==> src/rtl/load_store_unit.sv <==
// Purpose: single-outstanding load/store initiator for a word-wide, word-write-only data memory with 1-cycle read.
// Latency: error 1, word store 2, load 3, sub-word store (read-modify-write) 4 cycles from accept to resp_valid.
// Backpressure: req_ready only in IDLE; the response is held stable in RESP until resp_ready, stalling indefinitely.
//
// Ports:
//   clk, rst                       clock and synchronous active-high reset
//   req_valid/req_ready            request handshake; req_store, req_size, req_unsigned, req_addr, req_wdata
//   resp_valid/resp_ready          response handshake; resp_rdata (extended load data), resp_err
//   mem_addr, mem_wdata,           registered memory strobes and word address/data
//   mem_read, mem_write
//   mem_rdata                      memory read data, valid the cycle after mem_read
module load_store_unit #(
    parameter int ADDR_W    = 32,
    parameter int MEM_WORDS = 1024
) (
    input  logic              clk,
    input  logic              rst,
    input  logic              req_valid,
    output logic              req_ready,
    input  logic              req_store,
    input  logic [1:0]        req_size,
    input  logic              req_unsigned,
    input  logic [ADDR_W-1:0] req_addr,
    input  logic [31:0]       req_wdata,
    output logic              resp_valid,
    input  logic              resp_ready,
    output logic [31:0]       resp_rdata,
    output logic              resp_err,
    output logic [ADDR_W-1:0] mem_addr,
    output logic [31:0]       mem_wdata,
    output logic              mem_read,
    output logic              mem_write,
    input  logic [31:0]       mem_rdata
);

    typedef enum logic [2:0] {
        IDLE     = 3'd0,
        ISSUE_RD = 3'd1,
        WAIT_RD  = 3'd2,
        ISSUE_WR = 3'd3,
        RESP     = 3'd4
    } state_t;

    // One extra bit so the limit itself is representable even when it equals 2**ADDR_W.
    localparam logic [ADDR_W:0] ADDR_LIMIT = (ADDR_W+1)'(MEM_WORDS * 4);

    state_t      state;
    state_t      state_nxt;

    logic [1:0]  lat_off;
    logic [1:0]  lat_size;
    logic        lat_store;
    logic        lat_uns;
    logic [15:0] lat_wdata;

    logic        accept;
    logic        bad_size;
    logic        misaligned;
    logic        out_of_range;
    logic        req_err;

    logic [7:0]  byte_lane;
    logic [15:0] half_lane;
    logic [31:0] load_data;
    logic [31:0] merged;

    assign accept       = req_valid && req_ready && (state == IDLE);
    assign bad_size     = (req_size == 2'b11);
    assign misaligned   = ((req_size == 2'b01) && req_addr[0]) ||
                          ((req_size == 2'b10) && (req_addr[1:0] != 2'b00));
    assign out_of_range = ({1'b0, req_addr} >= ADDR_LIMIT);
    assign req_err      = bad_size || misaligned || out_of_range;

    // State register
    always_ff @(posedge clk) begin
        if (rst) begin
            state <= IDLE;
        end else begin
            state <= state_nxt;
        end
    end

    // Next-state logic
    always_comb begin
        state_nxt = state;
        case (state)
            IDLE: begin
                if (accept) begin
                    if (req_err) begin
                        state_nxt = RESP;
                    end else if (req_store && (req_size == 2'b10)) begin
                        state_nxt = ISSUE_WR;
                    end else begin
                        state_nxt = ISSUE_RD;
                    end
                end
            end
            ISSUE_RD: state_nxt = WAIT_RD;
            WAIT_RD:  state_nxt = lat_store ? ISSUE_WR : RESP;
            ISSUE_WR: state_nxt = RESP;
            RESP:     if (resp_ready) state_nxt = IDLE;
            default:  state_nxt = IDLE;
        endcase
    end

    // Little-endian lane selection / extension for loads, lane insertion for sub-word stores.
    always_comb begin
        byte_lane = mem_rdata[{lat_off, 3'b000} +: 8];
        half_lane = lat_off[1] ? mem_rdata[31:16] : mem_rdata[15:0];
        case (lat_size)
            2'b00:   load_data = {{24{~lat_uns & byte_lane[7]}}, byte_lane};
            2'b01:   load_data = {{16{~lat_uns & half_lane[15]}}, half_lane};
            default: load_data = mem_rdata;
        endcase

        merged = mem_rdata;
        if (lat_size == 2'b00) begin
            merged[{lat_off, 3'b000} +: 8] = lat_wdata[7:0];
        end else if (lat_off[1]) begin
            merged[31:16] = lat_wdata;
        end else begin
            merged[15:0] = lat_wdata;
        end
    end

    // Registered outputs and latched request fields. Strobes and handshake flags are
    // derived from the state being entered so they line up exactly with that state.
    always_ff @(posedge clk) begin
        if (rst) begin
            req_ready  <= 1'b1;
            resp_valid <= 1'b0;
            resp_err   <= 1'b0;
            resp_rdata <= '0;
            mem_read   <= 1'b0;
            mem_write  <= 1'b0;
            mem_addr   <= '0;
            mem_wdata  <= '0;
            lat_off    <= '0;
            lat_size   <= '0;
            lat_store  <= 1'b0;
            lat_uns    <= 1'b0;
            lat_wdata  <= '0;
        end else begin
            req_ready  <= (state_nxt == IDLE);
            resp_valid <= (state_nxt == RESP);
            mem_read   <= (state_nxt == ISSUE_RD);
            mem_write  <= (state_nxt == ISSUE_WR);

            if (accept) begin
                lat_off    <= req_addr[1:0];
                lat_size   <= req_size;
                lat_store  <= req_store;
                lat_uns    <= req_unsigned;
                lat_wdata  <= req_wdata[15:0];
                mem_addr   <= {req_addr[ADDR_W-1:2], 2'b00};
                // A word store writes req_wdata as-is; sub-word stores overwrite this in WAIT_RD.
                mem_wdata  <= req_wdata;
                resp_rdata <= '0;
                resp_err   <= req_err;
            end

            if (state == WAIT_RD) begin
                if (lat_store) begin
                    mem_wdata <= merged;
                end else begin
                    resp_rdata <= load_data;
                end
            end
        end
    end

endmodule
==> config.mk <==
export PLATFORM = sky130hd
export DESIGN_NAME = load_store_unit
export DESIGN_NICKNAME = d
export VERILOG_FILES = /design/src/rtl/load_store_unit.sv
export SDC_FILE = /design/constraint.sdc
export NUM_CORES = 1
export LEC_CHECK = 0
export CAP_MARGIN = 30
export CORE_MARGIN = 10
export CORE_UTILIZATION = 30
export CTS_CLUSTER_DIAMETER = 40
export DETAILED_ROUTE_END_ITERATION = 8
export PLACE_DENSITY = 0.61
export SYNTH_ARGS = -nofsm -noshare
export SYNTH_HDL_FRONTEND = slang
export SYNTH_SLANG_ARGS = --single-unit
==> constraint.sdc <==
create_clock -name clk -period 3.1 [get_ports clk]
set_input_delay 0.93 -clock clk [delete_from_list [all_inputs] [get_ports clk]]
set_output_delay 0.93 -clock clk [all_outputs]
set_load 0.05 [all_outputs]
==> flow_summary.toml <==
[cts]
cts_made_buffers = 17
cts_tree = "done"
cts_root_buf = "clkbuf_16"
clk_pin_slew_ns = 0.06
insertion_delay_ns = 0.43
cts_sinks = 124
post_cts_buffers = 0
clk_path_buf_depth = 2
cts_resized = 0
cts.hold.buffers_added = 0
htree_levels = 4

[final_layout]
diodes = 0
final_nets = 1029
final_cell_mix = "clkdlybuf4s50_1 (201), nand2_1 (154), dfxtp_1 (124)"
final_common_cell = "clkdlybuf4s50_1"
final_area_um2 = 8837
syn_to_final_growth_pct = 49.42
final_layout_size_suffix_gt1_share_pct = 7.931

[run_status]
status = "completed"

[route]
viasPerCell = 5.215
drc_errors = 0
drt-wirelength-per-cell_um = 19.50
wirelength_mm = 23.37
dr.first_iter.drc_count = 433
antenna_left = 0
via_count = 6247
first_pass_iters = 5

[logic_synthesis]
synth_compound_area_share_pct = 26.17
async_reset_ff_share_pct = 0
synth_simple_gate_area_share_pct = 20.22
syn_area_um2 = 5914
synthXorXnorAreaFrac_pct = 0
synthCells = 741
synth_cell_type_count = 51
synthAdderAreaFrac_pct = 1.058
synth_edf_count = 0
ys_ff_latch = 124
synth.avg_cell_area_um2 = 7.982
synth_top_family_by_area = "compound AO/OA/AOI/OAI gates"
synth_flop_cell = "dfxtp_1"
synthMuxAreaShare_pct = 4.146
ys_seq_area_share_pct = 41.97
yosysWarnings = 0

[power]
irDropWorstVdd_mv = 0.3788
p_per_area_nw_per_um2 = 558.9
power_leakage_nw = 3.113

[sta]
tightest_slew_ns = 0.8052
fin_ws_ns = 0.5331
clock_skew_ns = 0.01093
drv_slew = 0
setup_tns_ns = 0
fmax_mhz = 389.6
rsz0062_at_grt = "false"
setup_viol = 0
slew_headroom_pct = 45.91
post-route-period-util_pct = 82.80
hold_viol_final = 0
min_period_ns = 2.567

[global_routing]
antenna_found_initial = 0
first_global_vias = 5964
grt_max_degree = 60
overflow = 0
grt_first_pass_wirelength_mm = 35.91
grt_usage_pct = 17.65

[placement]
pre_cts_slack_ns = 0.3183
portBuffers = 202
place_area_um2 = 8202
dpl.hpwl_mm = 17.21
place.gp.congestion = 0.8959

[floorplan]
start_util_pct = 30.49
ios = 205
coreArea_um2 = 19400
die_h_um = 160.4
die_w_um = 160.4
dieArea_um2 = 25730
row_count = 51

[critical_path]
worstSetupPathType = "reg2out"
max_stage_delay_ns = 0.85
cp_top_family = "buffers and inverters"
crit_slowest_cell = "clkdlybuf4s50_1"
worstPathMaxFanout = 2
cp-end-kind = "output port"
worst-path-buf-inv = 1
worstSetupStartpointType = "register"
reg2reg_slack_ns = 0.73
path_cells = "clkdlybuf4s50_1"
cp_data_required_time_ns = 2.17
arrival_ns = 1.64

[job]
drv_cap = 0

[hold_path]
hold_path_class = "reg2reg"
## layer usage
layer | global-route usage [%] | wire [um] | vias up
li1 | - | - | 3033
met4 | 5.259 | 374 | 0
met5 | 0 | 0 | -
met2 | 27.39 | 10890 | 275
met3 | 6.672 | 2111 | 34
met1 | 22.25 | 9992 | 2905
## through the flow
stage	hold slack (ns)	total power, mW	cells	util, %
final	0.4520	4.940	1198	45.56
after global routing	0.4672	5.131	1198	45.56
after CTS	0.4545	4.974	1198	45.56
after detailed placement	0.4460	2.802	1166	42.28
after global placement	0.4414	2.799	1166	42.28
after floorplan	0.4448	2.365	742	-
## registers in the layout (all words and copies together), names as in the netlist
name and count:
resp_err 1, lat_wdata 16, state 3, lat_store 1, req_ready 1, mem_write 1, mem_addr 30, mem_read 1
resp_valid 1, lat_off 2, mem_wdata 32, lat_size 2, lat_uns 1, resp_rdata 32
## power breakdown
part,internal [mW],switching [mW],total [mW]
Sequential,1.68,0.0648,1.74
Combinational,0.398,0.631,1.03
Clock,1.36,0.809,2.17
Total,3.43,1.50,4.94
## worst paths after layout
path / start / to / cells past startpoint
worst max-delay path: mem_wdata[8] / mem_wdata[8] / 1
worst min-delay path: mem_addr[11] / mem_addr[11] / 2
worst max register to register: lat_off[1] / mem_wdata[10] / 6
worst min register to register: mem_addr[11] / mem_addr[11] / 2
## kinds of logic after synthesis
group	after synthesis
and+or+nand+nor	263
buffers and inverters	89
AOI/OAI and AO/OA	236
other	1
DFF	124
adders and majority gates	5
muxes	23
## area by class of cell
class / instances / area, um^2
Clock buffer: 17 / 425.4
Clock inverter: 15 / 210.2
Fill cell: 1967 / 10560
Inverter: 22 / 82.58
Multi-Input combinational cell: 529 / 3080
Sequential cell: 124 / 2482
Tap cell: 265 / 331.6
Timing Repair Buffer: 226 / 2225
## synth_stat cells, types with 2 or more instances
cell type	instances	share of area, %
o32ai_1	9	1.3
buf_1	6	0.38
buf_4	3	0.38
o211ai_1	15	1.9
nor4_1	14	1.5
nor2_1	27	1.7
or2_2	2	0.21
o221ai_1	8	1.2
nand4bb_1	2	0.38
o21ai_0	9	0.76
dfxtp_1	124	42
a221oi_1	26	3.9
nor3_1	17	1.4
a211oi_1	26	3.3
nand3_1	19	1.6
a22o_1	14	2.1
nor2_2	2	0.21
nand2b_1	6	0.63
inv_1	21	1.3
nor2b_1	9	0.95
a21oi_1	111	9.4
ha_1	5	1.1
mux2i_1	20	3.4
buf_2	13	1.1
mux2_2	2	0.38
buf_6	2	0.38
a31oi_1	9	0.95
clkbuf_1	43	2.7
nand2_1	154	9.8
o21bai_1	2	0.25
(Power assumes the default switching activity.)
